$ cat config.mk
export PLATFORM = sky130hd
export DESIGN_NAME = vid_line_fetch_ctrl_flat
export DESIGN_NICKNAME = d
export VERILOG_FILES = /design/src/rtl/vid_pkg.sv /design/src/rtl/vid_line_fetch_ctrl_if.sv /design/src/rtl/vlf_edge_det.sv /design/src/rtl/vid_line_fetch_ctrl.sv /design/src/flat_wrapper.sv
export SDC_FILE = /design/constraint.sdc
export NUM_CORES = 1
export LEC_CHECK = 0
export ABC_AREA = 1
export CORE_MARGIN = 3
export CORE_UTILIZATION = 55
export DETAILED_ROUTE_END_ITERATION = 6
export PLACE_DENSITY_LB_ADDON = 0.2
export SYNTH_ARGS = -nofsm -noshare
export SYNTH_HDL_FRONTEND = slang
export SYNTH_SLANG_ARGS = --single-unit
$ cat constraint.sdc
create_clock -name clk -period 4 [get_ports clk]
set_input_delay 0.8 -clock clk [delete_from_list [all_inputs] [get_ports clk]]
set_output_delay 0.8 -clock clk [all_outputs]
set_load 0.1 [all_outputs]
$ cat src/rtl/vid_pkg.sv
// Shared types and default geometry for the video line-fetch controller.
// Frame geometry assumes 1024 px x 16 b lines packed into 128 b words.
package vid_pkg;

    localparam int VID_LINE_WORDS  = 128;
    localparam int VID_BURST_WORDS = 64;
    localparam int VID_V_LINES     = 500;
    localparam int VID_PREFETCH    = 2;
    localparam int VID_ADDR_W      = 28;
    localparam int VID_FB_BASE     = 0;
    localparam int VID_FRAME_WORDS = 64000;

    typedef enum logic [2:0] {
        ST_IDLE,
        ST_FLUSH,
        ST_ISSUE,
        ST_WAIT,
        ST_DONE
    } vlf_state_e;

endpackage

$ cat src/rtl/vid_line_fetch_ctrl_if.sv
// Read-command bus between the line-fetch controller and the DDR3 read port.
// Master drives the command, slave answers with ready.
interface vid_line_fetch_ctrl_if
    import vid_pkg::*;
#(
    parameter int ADDR_W = VID_ADDR_W
);

    logic              cmd_valid;
    logic              cmd_ready;
    logic [ADDR_W-1:0] cmd_addr;
    logic [7:0]        cmd_len;

    modport master (
        output cmd_valid,
        output cmd_addr,
        output cmd_len,
        input  cmd_ready
    );

    modport slave (
        input  cmd_valid,
        input  cmd_addr,
        input  cmd_len,
        output cmd_ready
    );

endinterface

$ cat src/rtl/vlf_edge_det.sv
// Registered rise/fall detector; edges appear one cycle after the input moves.
// Two flops also resynchronise the timing-generator level.
module vlf_edge_det (
    input  logic clk,
    input  logic rst,
    input  logic sig_i,
    output logic rise_o,
    output logic fall_o
);

    logic s1_q, s1_d;
    logic s2_q, s2_d;

    always_comb begin
        s1_d = sig_i;
        s2_d = s1_q;
    end

    always_ff @(posedge clk or posedge rst) begin
        if (rst) begin
            s1_q <= 1'b0;
            s2_q <= 1'b0;
        end else begin
            s1_q <= s1_d;
            s2_q <= s2_d;
        end
    end

    assign rise_o = s1_q & ~s2_q;
    assign fall_o = ~s1_q & s2_q;

endmodule

$ cat src/rtl/vid_line_fetch_ctrl.sv
// Schedules frame-buffer burst reads so displayed lines are prefetched ahead.
// VLF_PINGPONG_EN: adds wr_bank and reads from the bank opposite the camera.
module vid_line_fetch_ctrl
    import vid_pkg::*;
#(
    parameter int LINE_WORDS  = VID_LINE_WORDS,
    parameter int BURST_WORDS = VID_BURST_WORDS,
    parameter int V_LINES     = VID_V_LINES,
    parameter int PREFETCH    = VID_PREFETCH,
    parameter int ADDR_W      = VID_ADDR_W,
    parameter int FB_BASE     = VID_FB_BASE,
    parameter int FRAME_WORDS = VID_FRAME_WORDS
) (
    input  logic       clk,
    input  logic       rst,
    input  logic       vs_i,
    input  logic       rd_i,
    input  logic [9:0] buf_free,
`ifdef VLF_PINGPONG_EN
    input  logic       wr_bank,
`endif
    vid_line_fetch_ctrl_if.master cmd,
    output logic       frame_start,
    output logic [9:0] line_cnt,
    output logic       underrun
);

    localparam int BPL = LINE_WORDS / BURST_WORDS;
    localparam int BW  = (BPL > 1) ? $clog2(BPL) : 1;
    localparam logic [9:0]        LINES_MAX  = 10'(V_LINES);
    localparam logic [9:0]        BURST_FREE = 10'(BURST_WORDS);
    localparam logic [10:0]       AHEAD_MAX  = 11'(PREFETCH);
    localparam logic [ADDR_W-1:0] BURST_INC  = ADDR_W'(BURST_WORDS);
    localparam logic [BW-1:0]     LAST_BURST = BW'(BPL - 1);

    if (LINE_WORDS % BURST_WORDS != 0) begin : g_chk_line
        $error("LINE_WORDS must be a multiple of BURST_WORDS");
    end
    if (FRAME_WORDS < LINE_WORDS * V_LINES) begin : g_chk_frame
        $error("FRAME_WORDS too small for one frame");
    end

    vlf_state_e        state_q, state_d;
    logic [ADDR_W-1:0] addr_q, addr_d;
    logic [BW-1:0]     bidx_q, bidx_d;
    logic [9:0]        line_q, line_d;
    logic [9:0]        cons_q, cons_d;
    logic              under_q, under_d;
    logic              pend_q, pend_d;

    logic vs_rise, vs_fall_unused;
    logic rd_rise, rd_fall;
    logic issue, accept, frame_evt, can_issue;
    logic [ADDR_W-1:0] base_addr;

    vlf_edge_det u_vs_edge (
        .clk    (clk),
        .rst    (rst),
        .sig_i  (vs_i),
        .rise_o (vs_rise),
        .fall_o (vs_fall_unused)
    );

    vlf_edge_det u_rd_edge (
        .clk    (clk),
        .rst    (rst),
        .sig_i  (rd_i),
        .rise_o (rd_rise),
        .fall_o (rd_fall)
    );

`ifdef VLF_PINGPONG_EN
    logic rd_bank;
    assign rd_bank   = ~wr_bank;
    assign base_addr = ADDR_W'(FB_BASE)
                     + (rd_bank ? ADDR_W'(FRAME_WORDS) : '0);
`else
    assign base_addr = ADDR_W'(FB_BASE);
`endif

    assign issue     = (state_q == ST_ISSUE);
    assign accept    = issue & cmd.cmd_ready;
    // A frame event seen mid-handshake is held until the command is taken.
    assign frame_evt = vs_rise | pend_q;
    assign can_issue = (buf_free >= BURST_FREE)
                    && ({1'b0, line_q} < {1'b0, cons_q} + AHEAD_MAX)
                    && (line_q < LINES_MAX);

    always_ff @(posedge clk or posedge rst) begin
        if (rst) begin
            state_q <= ST_IDLE;
            addr_q  <= ADDR_W'(FB_BASE);
            bidx_q  <= '0;
            line_q  <= '0;
            cons_q  <= '0;
            under_q <= 1'b0;
            pend_q  <= 1'b0;
        end else begin
            state_q <= state_d;
            addr_q  <= addr_d;
            bidx_q  <= bidx_d;
            line_q  <= line_d;
            cons_q  <= cons_d;
            under_q <= under_d;
            pend_q  <= pend_d;
        end
    end

    always_comb begin
        state_d = state_q;
        unique case (state_q)
            ST_IDLE:  if (vs_rise) state_d = ST_FLUSH;
            ST_FLUSH: state_d = ST_WAIT;
            ST_ISSUE: if (accept) state_d = frame_evt ? ST_FLUSH : ST_WAIT;
            ST_WAIT: begin
                if (vs_rise)                 state_d = ST_FLUSH;
                else if (line_q == LINES_MAX) state_d = ST_DONE;
                else if (can_issue)          state_d = ST_ISSUE;
            end
            ST_DONE:  if (vs_rise) state_d = ST_FLUSH;
            default:  state_d = ST_IDLE;
        endcase
    end

    always_comb begin
        addr_d  = addr_q;
        bidx_d  = bidx_q;
        line_d  = line_q;
        cons_d  = cons_q;
        under_d = under_q;
        pend_d  = issue & frame_evt & ~accept;
        if (state_q == ST_FLUSH) begin
            addr_d  = base_addr;
            bidx_d  = '0;
            line_d  = '0;
            cons_d  = '0;
            under_d = 1'b0;
        end else begin
            if (accept) begin
                addr_d = addr_q + BURST_INC;
                if (bidx_q == LAST_BURST) begin
                    bidx_d = '0;
                    line_d = line_q + 10'd1;
                end else begin
                    bidx_d = bidx_q + BW'(1);
                end
            end
            if (rd_fall && (cons_q < LINES_MAX)) cons_d = cons_q + 10'd1;
            if (rd_rise && (line_q == cons_q))   under_d = 1'b1;
        end
    end

    always_comb begin
        cmd.cmd_valid = issue;
        cmd.cmd_addr  = addr_q;
        cmd.cmd_len   = issue ? 8'(BURST_WORDS) : 8'd0;
        frame_start   = (state_q == ST_FLUSH);
        line_cnt      = line_q;
        underrun      = under_q;
    end

endmodule

$ cat src/flat_wrapper.sv
// flat-port wrapper written by rule: the top's interface ports become plain ports
module vid_line_fetch_ctrl_flat import vid_pkg::*;
#(
    parameter int LINE_WORDS  = VID_LINE_WORDS,
    parameter int BURST_WORDS = VID_BURST_WORDS,
    parameter int V_LINES     = VID_V_LINES,
    parameter int PREFETCH    = VID_PREFETCH,
    parameter int ADDR_W      = VID_ADDR_W,
    parameter int FB_BASE     = VID_FB_BASE,
    parameter int FRAME_WORDS = VID_FRAME_WORDS
)
  (clk, rst, vs_i, rd_i, buf_free, frame_start, line_cnt, underrun, cmd_cmd_valid, cmd_cmd_addr, cmd_cmd_len, cmd_cmd_ready);
  vid_line_fetch_ctrl_if #(.ADDR_W(ADDR_W)) cmd_i ();
  input  logic clk;
  input  logic rst;
  input  logic vs_i;
  input  logic rd_i;
  input  logic [9:0] buf_free;
  output logic frame_start;
  output logic [9:0] line_cnt;
  output logic underrun;
  output wire logic [$bits(cmd_i.cmd_valid)-1:0] cmd_cmd_valid;
  output wire logic [$bits(cmd_i.cmd_addr)-1:0] cmd_cmd_addr;
  output wire logic [$bits(cmd_i.cmd_len)-1:0] cmd_cmd_len;
  input wire logic [$bits(cmd_i.cmd_ready)-1:0] cmd_cmd_ready;
  assign cmd_cmd_valid = cmd_i.cmd_valid;
  assign cmd_cmd_addr = cmd_i.cmd_addr;
  assign cmd_cmd_len = cmd_i.cmd_len;
  assign cmd_i.cmd_ready = cmd_cmd_ready;
  vid_line_fetch_ctrl #(.LINE_WORDS(LINE_WORDS), .BURST_WORDS(BURST_WORDS), .V_LINES(V_LINES), .PREFETCH(PREFETCH), .ADDR_W(ADDR_W), .FB_BASE(FB_BASE), .FRAME_WORDS(FRAME_WORDS)) u_core (.clk(clk), .rst(rst), .vs_i(vs_i), .rd_i(rd_i), .buf_free(buf_free), .cmd(cmd_i), .frame_start(frame_start), .line_cnt(line_cnt), .underrun(underrun));
endmodule
==> metrics <==
total grt overflow=0; Core Util, Final=0.661; skew final=0.00574 ns; TritonCTS clock tree=done; most common cell after layout, fill and taps aside=nand2_1; maximum vdd ir drop=~0.37 mV; number of max-cap violations=0; crit-path max FO=25; P_leak=between 1.5 and 2 nW; Die ar.=around 7300 µm²; fillers=between 500 and 600; area of the multi-input gates=~1800 µm²; Final Hold Viols=0; routed len/inst=between 10 and 15 µm; post-route insts no fill=574; WL met1=roughly 3500 µm; clock-pin slew on the worst setup and hold paths=0.10 ns; initial core utilization=0.575; RSZ-0062 raised after global routing=false; Async SR Flop Fraction=1.00; final worst path period share=0.766; Post-CTS Hold Buffers=0; Mapped Cells=about 460; Fmax=~330 MHz; Ys Warns=0; Worst Path Class, Setup=flip-flop to primary output; initial antenna violation count=0; vias per cell=around 5.4; Area contributors post-synth=dfrtp_1 38%, nand2_1 9.9%, inv_1 6.3%; number of synthesized register bits=52; commonest cells after routing, fill and taps aside=91 x nand2_1, 57 x inv_1, 52 x dfrtp_1; gr usage total=0.237; Root Driver=clkbuf_8; number of distinct library cells after synthesis=38; Max Slew Vio Count=0; first-pass GRT wire length=approximately 14000 µm; EDFF count, synth=0; outcome=complete, no violations; Max Root-Sink Buffers=2; Arr. time, crit path=between 2 and 2.5 ns; Fin Setup TNS=0 ns; FF/Latch Area=1300 µm²; relative slew slack=0.295; pwr dens=472 nW/µm²; # H-tree levels=2; Die Y=85.4 µm; worst-margin pin slew=around 1.1 ns; CP endpoint kind=primary output; row count=28; Post-DP Area=roughly 3900 µm²; fin area=3980 µm²; share of layout cells above drive strength 1=0.0942; clock latency on the worst-skew pair=0.31 ns; Synth Flop Type=dfrtp_1; WL final=around 8000 µm; Initial DRC Count=151; mapped cell area=approximately 3500 µm²; placed insts=566; first-pass detailed-route iteration total=4; Routed met3 length=roughly 400 µm; WP data required=between 3 and 4 ns; via count=3099; number of port buffers=44; DRC=0; Die W=~85 µm; post-CTS setup buffer count=0; TritonCTS Buffers=5; PostCTS Resize Cnt=0; post-synth top area share=0.375; Synth area leader=dfrtp_1; Clock Sinks=52; Seq/Total Area, Yosys=0.375; worst hold slack=~0.40 ns; n_diodes=0; hpwl dp=around 6000 µm; post-route ant nets=0; largest net degree at the start of global routing=between 50 and 60; Core Area=6030 µm²; CP startpoint kind=flip-flop; Ports=64; crit path time final=around 3.1 ns; placer congestion estimate=~0.92; nets=between 500 and 600; vias in the first global route=~3000; mean post-synth cell area=roughly 7.6 µm²; Setup-failing EPs final=0; Worst Hold Class=flip-flop to flip-flop; Layout area overhead=14.9%; routed wl met2=4020 µm; top sig layer=met4
[worst paths after layout]
| kind | slack (ns) | end | cells after the start | startpoint |
|---|---|---|---|---|
| worst max-delay path | 0.94 | frame_start | 4 | u_core.state_q[2]$_DFFE_PP0P_ |
| worst min-delay path | 0.40 | u_core.u_vs_edge.s2_q$_DFF_PP0_ | 0 | u_core.u_vs_edge.s1_q$_DFF_PP0_ |
| worst max register to register | 1.72 | u_core.state_q[2]$_DFFE_PP0P_ | 17 | u_core.cons_q[1]$_DFFE_PP0P_ |
| worst min register to register | 0.40 | u_core.u_vs_edge.s2_q$_DFF_PP0_ | 0 | u_core.u_vs_edge.s1_q$_DFF_PP0_ |
| max in group asynchronous | 2.29 | u_core.cons_q[7]$_DFFE_PP0P_ | 2 | rst |
| min in group asynchronous | 1.06 | u_core.cmd.cmd_addr[27]$_DFFE_PP0P_ | 2 | rst |
[worst max-delay path: stages, from the launching register on]
cell,delay [ns]
dfrtp_1,0.43
inv_2,0.11
nand3_2,0.45
inv_2,0.57
buf_4,0.38
[final cells by class]
class	instances	share of cell area
tap	75	0.0236
clock buffer	5	0.0173
inverter	65	0.0612
clock inverter	3	0.00471
timing repair buffer	44	0.110
multi-input combinational	330	0.457
sequential	52	0.327
[synthesized netlist by cell type, types with 3 or more instances]
library cell,number
o31ai_1,3
nand4_1,10
nand2_1,91
inv_1,58
inv_2,7
nand3_1,27
nor2_1,46
or2_2,3
nor3_1,14
ha_1,15
nor3_2,4
a21oi_1,30
nand2_4,3
nor2_2,6
o21ai_1,6
nand3_2,5
o21ai_0,18
buf_4,15
nand2_2,3
buf_2,4
xor2_1,14
dfrtp_1,52
[power breakdown]
part	total, mW	internal [mW]	switching, mW
Combinational	0.920	0.207	0.713
Clock	0.305	0.123	0.182
Sequential	0.655	0.582	0.0726
Total	1.88	0.912	0.968
[metrics by stage]
step	worst slack, ns	total power [mW]
2_1_floorplan	1.55	1.41
3_3_place_gp	1.29	1.56
3_5_place_dp	1.26	1.59
4_1_cts	0.906	1.90
5_1_grt	0.754	2.00
6_report	0.935	1.88
[kinds of logic (layout without fill, tap and decap cells)]
group                    after synthesis  count (layout)  synth area share
flip-flops                            52              52             0.375
other                                  1              13           0.00108
AO/OA/AOI/OAI                         64              64            0.0992
AND/OR/NAND/NOR                      222             222             0.317
XOR/XNOR                              16              16            0.0404
buffers and inverters                 86             117             0.113
adder cells (fa/ha/maj)               15              15            0.0541
[flip-flops by register name (all words and copies together) (netlist names), 3 cells and up]
register / flops
u_core.cmd.cmd_addr: 22
u_core.cons_q: 10
u_core.line_cnt: 10
u_core.state_q: 3
[routing by layer]
metal / up-vias / GRT usage
met5: - / 0
met4: 0 / 0.0604
met3: 11 / 0.0417
met2: 78 / 0.417
met1: 1472 / 0.300
li1: 1538 / -
Power figures use the tool's default switching activity.
